===== config.mk =====
export PLATFORM = sky130hd
export DESIGN_NAME = rew_mask_xor
export DESIGN_NICKNAME = d
export VERILOG_FILES = /design/src/rtl/rew_mask_xor.sv
export SDC_FILE = /design/constraint.sdc
export NUM_CORES = 2
export LEC_CHECK = 0
export ABC_CLOCK_PERIOD_IN_PS = 32000
export CAP_MARGIN = 20
export CORE_AREA = 2 2 630 632
export DETAILED_ROUTE_END_ITERATION = 7
export DIE_AREA = 0 0 632 634
export MAX_ROUTING_LAYER = met4
export PLACE_DENSITY = 0.56
export SYNTH_ARGS = -nofsm -noshare
export SYNTH_HDL_FRONTEND = slang
export SYNTH_SLANG_ARGS = --single-unit
export TNS_END_PERCENT = 30

===== constraint.sdc =====
create_clock -name Clock -period 32 [get_ports Clock]
set_input_delay 6.4 -clock Clock [delete_from_list [all_inputs] [get_ports Clock]]
set_output_delay 6.4 -clock Clock [all_outputs]
set_load 0.01 [all_outputs]

===== src/rtl/rew_mask_xor.sv =====
`default_nettype none
// ============================================================================
// Module   : rew_mask_xor
// Purpose  : Packs AES mask chunks into flit-wide masks and XORs them onto
//            DRAM flits; bypass flits pass through untouched.
//            Optional macro REW_MASK_XOR_STALLCNT_EN adds StallCount.
// Revision : 1.0 - initial release
// ============================================================================
module rew_mask_xor #(
  parameter int DDRDWidth = 512,
  parameter int AESWidth  = 128,
  parameter int MaskDepth = 4
) (
  input  logic                         Clock,
  input  logic                         Reset,
  input  logic [AESWidth-1:0]          MaskIn,
  input  logic                         MaskInValid,
  output logic                         MaskInReady,
  input  logic [DDRDWidth-1:0]         DataIn,
  input  logic                         DataInBypass,
  input  logic                         DataInValid,
  output logic                         DataInReady,
  output logic [DDRDWidth-1:0]         DataOut,
  output logic                         DataOutValid,
  input  logic                         DataOutReady,
  output logic [$clog2(MaskDepth):0]   MaskCount
`ifdef REW_MASK_XOR_STALLCNT_EN
  ,
  output logic [31:0]                  StallCount
`endif
);

  localparam int CHUNKS = DDRDWidth / AESWidth;
  localparam int CNT_W  = (CHUNKS > 1) ? $clog2(CHUNKS) : 1;
  localparam int PTR_W  = $clog2(MaskDepth);
  localparam int LVL_W  = PTR_W + 1;
  localparam logic [CNT_W-1:0] LAST_CHUNK = CNT_W'(CHUNKS - 1);
  localparam logic [LVL_W-1:0] FULL_LEVEL = LVL_W'(MaskDepth);

  logic [CNT_W-1:0]     chunk_cnt_q, chunk_cnt_d;
  logic [DDRDWidth-1:0] pack_q,      pack_d;
  logic [DDRDWidth-1:0] mem_q [MaskDepth];
  logic [DDRDWidth-1:0] mem_d [MaskDepth];
  logic [PTR_W-1:0]     wr_ptr_q,    wr_ptr_d;
  logic [PTR_W-1:0]     rd_ptr_q,    rd_ptr_d;
  logic [LVL_W-1:0]     level_q,     level_d;
  logic                 out_valid_q, out_valid_d;
  logic [DDRDWidth-1:0] out_data_q,  out_data_d;

  logic                 fifo_full;
  logic                 fifo_empty;
  logic                 mask_acc;
  logic                 fifo_wr;
  logic                 fifo_pop;
  logic                 out_free;
  logic                 data_acc;
  logic [DDRDWidth-1:0] fifo_head;

  assign fifo_full   = (level_q == FULL_LEVEL);
  assign fifo_empty  = (level_q == '0);
  assign out_free    = ~out_valid_q | DataOutReady;
  assign MaskInReady = ~fifo_full;
  assign DataInReady = out_free & (DataInBypass | ~fifo_empty);
  assign mask_acc    = MaskInValid & MaskInReady;
  assign data_acc    = DataInValid & DataInReady;
  assign fifo_wr     = mask_acc & (chunk_cnt_q == LAST_CHUNK);
  assign fifo_pop    = data_acc & ~DataInBypass;
  // Head comes from the registered array, so a same-cycle write is never seen
  assign fifo_head   = mem_q[rd_ptr_q];

  assign DataOut      = out_data_q;
  assign DataOutValid = out_valid_q;
  assign MaskCount    = level_q;

  // Mask packing: the incoming chunk lands in the slot selected by the counter
  always_comb begin
    pack_d      = pack_q;
    chunk_cnt_d = chunk_cnt_q;
    for (int k = 0; k < CHUNKS; k++) begin
      if (chunk_cnt_q == CNT_W'(k)) begin
        pack_d[k*AESWidth +: AESWidth] = MaskIn;
      end
    end
    if (!mask_acc) begin
      pack_d = pack_q;
    end else if (chunk_cnt_q == LAST_CHUNK) begin
      chunk_cnt_d = '0;
    end else begin
      chunk_cnt_d = chunk_cnt_q + 1'b1;
    end
  end

  always_comb begin
    mem_d    = mem_q;
    wr_ptr_d = wr_ptr_q;
    rd_ptr_d = rd_ptr_q;
    level_d  = level_q;
    if (fifo_wr) begin
      mem_d[wr_ptr_q] = pack_d;
      wr_ptr_d        = wr_ptr_q + 1'b1;
    end
    if (fifo_pop) begin
      rd_ptr_d = rd_ptr_q + 1'b1;
    end
    case ({fifo_wr, fifo_pop})
      2'b10:   level_d = level_q + 1'b1;
      2'b01:   level_d = level_q - 1'b1;
      default: level_d = level_q;
    endcase
  end

  always_comb begin
    out_valid_d = out_valid_q;
    out_data_d  = out_data_q;
    if (data_acc) begin
      out_valid_d = 1'b1;
      out_data_d  = DataInBypass ? DataIn : (DataIn ^ fifo_head);
    end else if (DataOutReady) begin
      out_valid_d = 1'b0;
    end
  end

  always_ff @(posedge Clock) begin
    if (Reset) begin
      chunk_cnt_q <= '0;
      pack_q      <= '0;
      wr_ptr_q    <= '0;
      rd_ptr_q    <= '0;
      level_q     <= '0;
      out_valid_q <= 1'b0;
      out_data_q  <= '0;
    end else begin
      chunk_cnt_q <= chunk_cnt_d;
      pack_q      <= pack_d;
      wr_ptr_q    <= wr_ptr_d;
      rd_ptr_q    <= rd_ptr_d;
      level_q     <= level_d;
      out_valid_q <= out_valid_d;
      out_data_q  <= out_data_d;
    end
  end

  // Storage array needs no reset: the pointers and level define validity
  always_ff @(posedge Clock) begin
    mem_q <= mem_d;
  end

`ifdef REW_MASK_XOR_STALLCNT_EN
  logic [31:0] stall_q, stall_d;

  always_comb begin
    stall_d = stall_q;
    if (DataInValid && !DataInBypass && fifo_empty && (stall_q != 32'hFFFF_FFFF)) begin
      stall_d = stall_q + 32'd1;
    end
  end

  always_ff @(posedge Clock) begin
    if (Reset) begin
      stall_q <= '0;
    end else begin
      stall_q <= stall_d;
    end
  end

  assign StallCount = stall_q;
`endif

endmodule
`default_nettype wire


# Word-level counts from Yosys, hierarchy flattened
# Cells that the tools add are included.
# word_totals
elab_cells	60
input_bits	646
output_inout_bits	518
reg_bits	3082
# classes
n_addsub	5
eq_ne	6
n_reduce_logical	5
n_bitwise	14
n_mux	16
order_cmp	3
# op_table
cell	count
512-bit two-way mux	5
2048-bit bitwise mux	1
512-bit binary-select mux with 2-bit select	1
512-bit demux with 2-bit select	1
128-bit two-way mux	4
512-bit bitwise XOR	1
2-bit by 1-bit adder with 2-bit output (second input constant)	3
2-bit == test (second input constant)	3
3-bit greater-or-equal comparator (second input constant)	2
2-bit NOT with 3-bit output	2
3-bit one-hot mux with 2 select lines	1
1-bit AND	5
2-bit by 1-bit == test with 1-bit output (second input constant)	2
1-bit NOT	4
2-bit nonzero test	2
3-bit by 1-bit adder with 3-bit output (second input constant)	1
3-bit == test (second input constant)	1
3-bit zero test	1
3-bit by 1-bit less-than comparator with 1-bit output (second input constant)	1
3-bit by 1-bit subtractor with 3-bit output (second input constant)	1
2-bit zero test	1
1-bit two-way mux	2
2-bit two-way mux	1
1-bit OR	2
1-bit logical AND	1

# Depth between registers and ports, before layout
# logic_depth
word_depth	8
ltp_mapped	11

# Worst setup path after synthesis
# OpenSTA, ideal clock, no wires.
# synth_path
path_type	input to register
from	in MaskInValid
to	reg mem_q[0] (netlist name) (enable)
arrival_ns	18.493
required_ns	31.057
setup_slack_ns	12.563
cell_stages	5
setup_time_ns	0.943
path_cell_list	and3_1 > buf_6 > buf_6 > buf_6 > and2_1
# synth_between
elab_chain_len	2
# synth_rtl
element	line_no	text
start: declaration	17	input logic MaskInValid,
1-bit AND	64	assign mask_acc = MaskInValid & MaskInReady;
1-bit AND	66	assign fifo_wr = mask_acc & (chunk_cnt_q == LAST_CHUNK);
end signal: assignment	145	mem_q <= mem_d;
end: declaration	42	logic [DDRDWidth-1:0] mem_q [MaskDepth];
# No other way between the ends.
# A chain may end at the register's enable or synchronous reset.

# Worst setup path in the final report
# layout_path
from	in DataInBypass
to	out DataInReady
# layout_between
elab_chain_len	2
# layout_rtl
element	line_no	text
start: declaration	20	input logic DataInBypass,
1-bit OR	63	assign DataInReady = out_free & (DataInBypass | ~fifo_empty);
1-bit AND	63	
end: declaration	22	output logic DataInReady,
# No other way between the ends.

==> impl_metrics.toml <==
[drt]
drtIter0Drc = 3842
drt_first_pass_iters = 5
drcViolationCount = 0
vias = 66927
vias_per_cell = 4.64
wl_per_cell_um = 22.6
drt-total-wl_mm = 326
ant_nets = 0

[critical_path]
cpMostUsedCell = "clkdlybuf4s50_1"
critPathTopFamily = "buffers and inverters"
cp_max_fo = 4
cp_data_required_time_ns = 25.60
critPathCaptureType = "output pin"
critPathMaxStageDelay_ns = 0.53
cp_num_buf_inv = 2
startpoint_type = "input port"
crit_chain = "clkdlybuf4s50_1, nor4_1, nor2_1, clkdlybuf4s50_1"
path_class = "in -> out"
cp_slowest_cell = "clkdlybuf4s50_1"
cp.arrival_ns = 8.17

[synth]
avgSynthCellArea_um2 = 15.2
yosysMostFrequentCell = "edfxtp_1"
syn-num-nets = 8408
netlist_instances = 7752
ys_types = 33
yosys_warnings = 0
synth_top_area_cell = "edfxtp_1"
yosys_register_bits = 3082
synth_common_cells = "2048 x edfxtp_1, 1034 x dfxtp_1, 1025 x mux2i_1"
yosysTopAreaCellShare_pct = 52.3
synth_area_um2 = 118000
synthArstFlopShare_pct = 0
yosys-top-cells-area = "edfxtp_1 52%, dfxtp_1 18%, mux2i_1 8.7%, mux2_2 4.4%, xnor2_1 3.8%"
yosysSeqAreaShare_pct = 69.9
synthFlopType = "edfxtp_1"
synth_edf_count = 2048

[clock_network]
cts_buffer_depth = 4
cts-root-buf = "clkbuf_16"
post_cts_resized = 0
clock_latency_ns = 0.94
clock_sinks = 3082
postCtsSetupBuffers = 0
numCtsBuffers = 338
cts_tree = "built"
clk_pin_slew_worst_paths_ns = 0.05
h-tree-depth = 5
ctsHoldBuffers = 0

[placed_design]
io_buffers = 1163
dp_hpwl_mm = 204
dp_slack_ns = 17.38
globalplace.congestion = 0.799

[finish]
layout-drive-gt1-share_pct = 12.3
final_util_pct = 37.0
syn_to_final_growth_pct = 24.1
final_nets = 9503

[timing]
setup_tns_ns = 0
setup_viol = 0
drv_slew = 0
worstMarginPinSlew_ns = 1.32
setup_ws_ns = 17.43
timing.hold.ws_ns = 0.496
finClkSkew_ns = 0.0541
fin_crit_sh_pct = 45.5
hold_viol_final = 0
period_needed_ns = 14.57
grt_setup_unrepaired = "no"
max_clock_freq_mhz = 68.7
relSlewSlack_pct = 11.7

[floorplan]
die_w_um = 632
start_util_pct = 29.8
fp.dieH_um = 634
rows = 231
die-area_um2 = 401000
pin_count = 1164
core_um2 = 394000

[global_route]
busiest_layer = "met2"
grt_use_total_pct = 16.0
antenna_found_initial = 49
use_met1_pct = 19.5
grt_pass1_wl_mm = 463
grt_overflow = 0
grt_pass1_vias = 66992
grt_util_met2_pct = 26.6
met3_usage_pct = 2.82
grt_max_degree = 176

[flow_run]
max_cap_violations = 0

[worst_hold_path]
hp-class = "reg -> reg"

[power_and_ir_drop]
power_density_nw_per_um2 = 62.4
leakage_nw = 48.1
power_mw = 9.11
ir_worst_vdd_uv = 45.7

[status]
status = "completed"
[state kept, by name (all words and copies together) (netlist names)]
signal,flops
mem_q,2048
DataOut,512
pack_q,512
MaskCount,3
chunk_cnt_q,2
rd_ptr_q,2
wr_ptr_q,2
DataOutValid,1
[cells by family (layout without fill, tap and decap cells)]
logic type / Yosys count / in the layout / share of synthesized area [%]
flops: 3082 / 3082 / 69.9
mux: 1537 / 1537 / 13.8
simple gates: 1056 / 1056 / 4.50
compound gates: 1031 / 1031 / 6.02
buf+inv: 520 / 1906 / 1.88
xor+xnor: 516 / 516 / 3.84
fa+ha+maj: 10 / 10 / 0.113
other cells: 0 / 33 / 0
[worst register-to-register path, delay by kind of cell, from the launching register on]
family,cells,cell delay (ns)
compound gates,2,0.71
xor+xnor,1,0.12
buf+inv,7,5.81
flops,1,0.68
mux,1,0.19
[cell type report]
| class | instances | area (um^2) |
|---|---|---|
| Multi-Input combinational cell | 4150 | 33300 |
| Inverter | 5 | 18.8 |
| Antenna cell | 33 | 82.6 |
| Clock inverter | 139 | 1590 |
| Sequential cell | 3082 | 82200 |
| Tap cell | 5242 | 6560 |
| Fill cell | 37027 | 248000 |
| Timing Repair Buffer | 1270 | 12700 |
| Clock buffer | 492 | 9570 |
[layer usage]
metal,vias to the layer above,routed length (um)
met2,1550,160000
met4,0,12200
met1,33640,138000
met5,-,0
li1,31245,-
met3,492,15400
[report_power, final]
part	internal (mW)	switching [mW]
Combinational	0.412	0.469
Clock	2.22	1.62
Sequential	4.34	0.0473
[stage by stage]
stage               instances  instance area, um^2
finish                  14413               146000
global route            14406               146000
CTS                     14379               146000
detailed placement      13748               135000
global placement        13745               135000
floorplan                7752               118000
[final timing paths]
| kind | startpoint | depth (start not counted) | endpoint | slack, ns |
|---|---|---|---|---|
| hold / removal | DataOut[38] | 2 | DataOut[38] | 0.50 |
| hold reg to reg | DataOut[38] | 2 | DataOut[38] | 0.50 |
| setup / recovery | DataInBypass | 4 | DataInReady | 17.43 |
| setup reg to reg | rd_ptr_q[0] | 11 | DataOut[455] | 24.39 |
[layout by cell type, fill, tap and decap left out, drive strengths merged, types with 2 or more instances in the layout]
cell / instances
edfxtp: 2048
clkdlybuf4s50: 1162
dfxtp: 1034
mux2i: 1025
nor2: 520
xnor2: 515
nor2b: 513
o22ai: 512
a211oi: 512
mux2: 512
clkbuf: 492
buf: 108
clkinv: 104
diode: 33
inv: 20
bufinv: 14
ha: 9
clkinvlp: 6
nand2: 5
a21oi: 5
and2: 4
nand3: 4
or3: 2
nand2b: 2
(Power assumes the default switching activity.)
